[src/rtl/scrambler_multilane.sv]
// scrambler_multilane: LANES independent self-synchronous scramblers
// (MODE=0) or descramblers (MODE=1) for polynomial 1 + x^POLY_LO + x^POLY_HI.
// Each lane keeps a POLY_HI-bit history and a saturating lock counter.
// Output is registered with 1-cycle latency. There is no backpressure.
// Optional feature macro: SCR_BYPASS_EN adds a `bypass` input. When bypass
// is high, data passes through with the lane mask applied and history and
// lock state are frozen.
module scrambler_multilane #(
   parameter int DATA_W  = 64,
   parameter int LANES   = 4,
   parameter int POLY_HI = 58,
   parameter int POLY_LO = 39,
   parameter int MODE    = 0
) (
   input  logic                      CLK,
   input  logic                      reset_n,
`ifdef SCR_BYPASS_EN
   input  logic                      bypass,
`endif
   input  logic                      in_valid,
   input  logic [LANES*DATA_W-1:0]   in_data,
   input  logic [LANES-1:0]          lane_en,
   input  logic                      seed_load,
   input  logic [POLY_HI-1:0]        seed_value,
   output logic                      out_valid,
   output logic [LANES*DATA_W-1:0]   out_data,
   output logic [LANES-1:0]          lane_locked
);

   localparam int CNT_W = $clog2(POLY_HI + 1);
   localparam int EXT_W = POLY_HI + DATA_W;
   localparam logic [CNT_W-1:0] CNT_FULL = CNT_W'(POLY_HI);

   logic byp;
`ifdef SCR_BYPASS_EN
   assign byp = bypass;
`else
   assign byp = 1'b0;
`endif

   // Process one lane word against a starting history.
   // The result is {post-word history, processed word}.
   // s[] is the stream laid out oldest-first: s[POLY_HI-1] is the most recent
   // history bit, and s[POLY_HI+k] is word bit k. Tap j for bit k is therefore
   // s[POLY_HI+k-j].
   function automatic logic [EXT_W-1:0] scr_word(input logic [DATA_W-1:0]  x,
                                                 input logic [POLY_HI-1:0] hist);
      logic [EXT_W-1:0]   s;
      logic [DATA_W-1:0]  y;
      logic [POLY_HI-1:0] h_new;
      s = '0;
      y = '0;
      for (int j = 0; j < POLY_HI; j++) s[POLY_HI-1-j] = hist[j];
      for (int k = 0; k < DATA_W; k++) begin
         y[k] = x[k] ^ s[POLY_HI+k-POLY_LO] ^ s[k];
         s[POLY_HI+k] = (MODE == 0) ? y[k] : x[k];
      end
      for (int j = 0; j < POLY_HI; j++) h_new[j] = s[EXT_W-1-j];
      return {h_new, y};
   endfunction

   // Add one word's worth of bits to the lock counter, saturating at POLY_HI.
   function automatic logic [CNT_W-1:0] sat_cnt(input logic [CNT_W-1:0] c);
      int n;
      n = int'(c) + DATA_W;
      if (n > POLY_HI) n = POLY_HI;
      return CNT_W'(n);
   endfunction

   logic [POLY_HI-1:0]       hist_q [LANES];
   logic [POLY_HI-1:0]       hist_d [LANES];
   logic [CNT_W-1:0]         cnt_q  [LANES];
   logic [CNT_W-1:0]         cnt_d  [LANES];
   logic [LANES*DATA_W-1:0]  data_d;
   logic [LANES-1:0]         lock_d;
   logic [LANES*DATA_W-1:0]  data_p1;
   logic [LANES-1:0]         lock_p1;
   logic                     vld_p1;
   logic [EXT_W-1:0]         res;
   logic                     seed_en;

   // Per-lane next-state: processed word, new history, lock counter.
   always_comb begin
      data_d  = data_p1;
      lock_d  = '0;
      res     = '0;
      seed_en = 1'b0;
      for (int l = 0; l < LANES; l++) begin
         hist_d[l] = hist_q[l];
         cnt_d[l]  = cnt_q[l];
         seed_en   = seed_load && lane_en[l];
         // A seed loaded alongside a word becomes that word's history.
         res = scr_word(in_data[l*DATA_W +: DATA_W],
                        seed_en ? seed_value : hist_q[l]);
         if (in_valid) begin
            if (byp) begin
               data_d[l*DATA_W +: DATA_W] = lane_en[l] ? in_data[l*DATA_W +: DATA_W] : '0;
            end else if (lane_en[l]) begin
               data_d[l*DATA_W +: DATA_W] = res[DATA_W-1:0];
               hist_d[l] = res[EXT_W-1:DATA_W];
               cnt_d[l]  = seed_en ? CNT_FULL : sat_cnt(cnt_q[l]);
            end else begin
               data_d[l*DATA_W +: DATA_W] = '0;
               cnt_d[l] = '0;
            end
         end
         // A seed loaded with no word processed is stored as-is.
         if (seed_en && !(in_valid && !byp)) begin
            hist_d[l] = seed_value;
            cnt_d[l]  = CNT_FULL;
         end
         lock_d[l] = (cnt_d[l] == CNT_FULL);
      end
   end

   // Output stage and lane state registers.
   always_ff @(posedge CLK or negedge reset_n) begin
      if (!reset_n) begin
         vld_p1  <= 1'b0;
         data_p1 <= '0;
         lock_p1 <= '0;
         hist_q  <= '{default: '0};
         cnt_q   <= '{default: '0};
      end else begin
         vld_p1  <= in_valid;
         data_p1 <= data_d;
         lock_p1 <= lock_d;
         hist_q  <= hist_d;
         cnt_q   <= cnt_d;
      end
   end

   assign out_valid   = vld_p1;
   assign out_data    = data_p1;
   assign lane_locked = lock_p1;

endmodule

[config.mk]
export PLATFORM = sky130hd
export DESIGN_NAME = scrambler_multilane
export DESIGN_NICKNAME = d
export VERILOG_FILES = /design/src/rtl/scrambler_multilane.sv
export SDC_FILE = /design/constraint.sdc
export NUM_CORES = 1
export LEC_CHECK = 0
export BUFFER_PORTS_ARGS = -buffer_cell sky130_fd_sc_hd__clkbuf_2
export CORE_UTILIZATION = 56
export DETAILED_ROUTE_END_ITERATION = 16
export MAX_ROUTING_LAYER = met4
export PLACE_DENSITY_LB_ADDON = 0.1
export SYNTH_ARGS = -nofsm -noshare
export SYNTH_HDL_FRONTEND = slang
export SYNTH_SLANG_ARGS = --single-unit
[constraint.sdc]
create_clock -name CLK -period 2.2 [get_ports CLK]
set_input_delay 0.22 -clock CLK [delete_from_list [all_inputs] [get_ports CLK]]
set_output_delay 0.22 -clock CLK [all_outputs]
set_load 0.03 [all_outputs]
==> run_results.csv <==
group,metric,value,unit
finish,mostFrequentLayoutCells,"clkbuf_2 (579), dfrtp_1 (517), xnor2_1 (317)",
finish,syn_to_final_growth,24.8,%
floorplanning,pin_count,583,
timing,rsz0062_at_grt,"no",
job,maxCapViolCount,0,
setup_path,worstPathCellList,"xor2_1, mux2i_1, xnor2_1, xnor2_1, o221ai_1",
grt,globalRoute.busiestLayer,"met2",
timing,setup_slack,0.0935,ns
timing,slew_headroom,39.4,%
setup_path,start_kind,"flop",
finish,nets,3953,
timing,finalCritPeriodShare,95.8,%
timing,setup_viol,0,
cts,cts_max_path_buffers,3,
timing,slew_viol_final,0,
setup_path,r2r_slack,0.09,ns
detailed_routing,wirelength,135000,um
cts,tritoncts,"done",
place,placed_cells,4234,
setup_path,critical_path_required,2.67,ns
cts,clock-sinks,517,
place,dp_slack,-0.0184,ns
setup_path,critPathMaxFanout,3,
grt,grt_pass1_vias,26500,
floorplanning,die-width,233,um
cts,cts-resized-gates,0,
finish,fillerInstances,4010,
grt,met3_usage,15.9,%
detailed_routing,num_vias,27800,
synthesis,async_flop_share,100,%
detailed_routing,via_per_inst,6.35,
pwr,ir_drop,915,uV
grt,grt_max_degree,96,
place,port_buffers,582,
synthesis,synth_warnings,0,
grt,track_usage,50.5,%
grt,antenna_found_initial,13,
synthesis,yosysSeqAreaShare,43.2,%
floorplanning,coreArea,0.0527,mm^2
synthesis,synth_edf_count,0,
cts,cts_hold_buf,27,
pwr,comb_power_share,50.1,%
cts,root_buffer,"clkbuf_16",
pwr,p_per_area,1430,mW/mm^2
setup_path,worstRegToRegCells,5,
synthesis,synthXorXnorAreaFrac,17.9,%
floorplanning,dieArea,0.0544,mm^2
synthesis,avgSynthCellArea,10.3,um^2
detailed_routing,drt_iter0_drc,3607,
cts,clk_latency,0.63,ns
place,post_dp_cell_area,0.0352,mm^2
min_path,hold_path_class,"in2reg",
setup_path,critPathMaxStageDelay,0.53,ns
synthesis,ys_ff_latch,517,
min_path,hold_depth,3,
floorplanning,start_util,56.8,%
setup_path,slowest_stage,"mux2i_1",
finish,multi_input_area,0.0154,mm^2
finish,seq_area,0.0129,mm^2
timing,period_needed,2.11,ns
pwr,clockPowerShare,18.0,%
synthesis,synth_fa_ha_area_share,0,%
synthesis,synth_compound_area_share,16.8,%
grt,grtUsageMet1,64.5,%
pwr,p_int,29.4,mW
timing,setup_tns,0,ns
timing,clock.fmax,0.475,GHz
status,outcome,"complete, no violations",
detailed_routing,drcViolationCount,0,
timing,final.setup_skew,0.0230,ns
synthesis,synth_top_flop_cell,"dfrtp_1",
cts,numCtsBuffers,56,
floorplanning,die_h,233,um
cts,clkTransAtPathRegs,0.06,ns
grt,grt_overflow_total,0,
synthesis,yosysUniqueCellTypes,54,
place,dp_hpwl,102000,um
synthesis,synth_top_family_by_area,"XOR/XNOR gates",
place,gp_congestion,1.03,
setup_path,endpoint_kind,"flop",
synthesis,synth_mux_area_share,9.13,%
pwr,switching_share,45.1,%
finish,final_area,0.0373,mm^2
detailed_routing,antenna_left,0,
grt,grt_first_pass_wirelength,188000,um
detailed_routing,first_pass_iters,6,
setup_path,crit_cells,5,
setup_path,path_buf_inv,0,
finish,final_common_cell,"clkbuf_2",
cts,postCtsSetupRepairBufs,0,
finish,instances_no_fill,4379,
setup_path,crit_top_cell,"xnor2_1",
timing,hold_viol,0,
floorplanning,rows,84,
synthesis,syn_nets,3239,
synthesis,synthSimpleGateAreaFrac,7.37,%
setup_path,critical_path_class,"reg2reg",
synthesis,syn_area,0.0299,mm^2
finish,drive_gt1_share,26.9,%
grt,use_met2,67.9,%
setup_path,critPathTopFamily,"XOR/XNOR gates",
detailed_routing,drt-wirelength-per-cell,30.9,um
pwr,p_sw,24.1,mW
pwr,leakagePower,18.4,nW
pwr,seqPwrFrac,31.9,%
timing,tightest_slew,0.900,ns
setup_path,crit_arrival,2.58,ns
synthesis,synthCells,2917,
cts,htreeDepth,2,
timing,holdWs,0.0160,ns
[final cells by class]
| class | count | area share, % |
|---|---|---|
| timing repair buffer | 896 | 15.4 |
| clock inverter | 18 | 0.449 |
| clock buffer | 82 | 4.39 |
| multi-input combinational | 2001 | 41.1 |
| inverter | 159 | 1.61 |
| antenna | 18 | 0.121 |
| sequential | 517 | 34.6 |
| tap | 688 | 2.30 |
[layer usage]
| layer | part of all wire (%) | wire length, um |
|---|---|---|
| met4 | 8.2 | 11000 |
| met2 | 41 | 55800 |
| met3 | 13 | 18100 |
| met1 | 37 | 50200 |
| met5 | 0 | 0 |
[sequential cells by signal, summed over array words and instances (netlist names)]
name,count
lane_locked,4
hist_q,232
out_valid,1
cnt_q,24
out_data,256
[metrics by stage]
stage / power, mW / utilization, %
2_1_floorplan: 32.9 / -
3_3_place_gp: 42.8 / 66.9
3_5_place_dp: 43.2 / 66.9
4_1_cts: 52.9 / 70.8
5_1_grt: 55.6 / 70.9
6_report: 53.6 / 70.9
[final timing paths]
| path | to | startpoint |
|---|---|---|
| max reg2reg | hist_q[21]$_DFFE_PN0P_ | hist_q[35]$_DFFE_PN0P_ |
| min in group asynchronous | hist_q[172]$_DFFE_PN0P_ | reset_n |
| min | out_data[36]$_DFFE_PN0P_ | in_data[36] |
| min reg2reg | lane_locked[3]$_DFF_PN0_ | cnt_q[0]$_DFF_PN0_ |
| max | hist_q[21]$_DFFE_PN0P_ | hist_q[35]$_DFFE_PN0P_ |
| max in group asynchronous | hist_q[22]$_DFFE_PN0P_ | reset_n |
[worst register-to-register path: cells and delay by family (launching register included)]
family          cells  cell delay [ns]
compound gates      1             0.16
xor+xnor            3             0.85
flops               1             0.44
mux                 1             0.53
[cells by family (layout without fill, tap and decap cells)]
family / count (synthesis) / after routing
and+or+nand+nor: 434 / 434
xor gates and xnor gates: 576 / 576
other: 0 / 18
buffers and inverters: 399 / 1155
DFF: 517 / 517
AOI/OAI and AO/OA: 720 / 720
muxes: 271 / 271
[cells in the mapped netlist (27+ instances only)]
cell type | count | share of area (%)
nand3_1 | 27 | 0.45
xnor2_1 | 317 | 9.3
clkbuf_1 | 160 | 2.0
nor2_1 | 50 | 0.63
buf_2 | 41 | 0.69
nand2b_1 | 87 | 1.8
o21ai_0 | 174 | 2.9
o221ai_1 | 111 | 3.2
nand2_1 | 144 | 1.8
o21a_1 | 29 | 0.73
a21oi_1 | 92 | 1.5
a22oi_1 | 32 | 0.80
dfrtp_1 | 517 | 43
a31oi_1 | 35 | 0.73
a22o_1 | 51 | 1.5
xor2_1 | 232 | 6.8
mux2i_1 | 260 | 8.7
nor2b_1 | 94 | 2.0
o2bb2ai_1 | 113 | 3.3
inv_1 | 157 | 2.0
[power by group through the flow]
| stage | Clock (mW) | Combinational, mW | Sequential (mW) |
|---|---|---|---|
| global placement | 0 | 25.9 | 16.9 |
| CTS | 9.62 | 26.4 | 16.9 |
| floorplan | 0 | 13.4 | 19.4 |
| finish | 9.63 | 26.9 | 17.1 |
| global route | 9.94 | 28.3 | 17.3 |
| detailed placement | 0 | 26.3 | 17.0 |
Power figures use the tool's default switching activity.
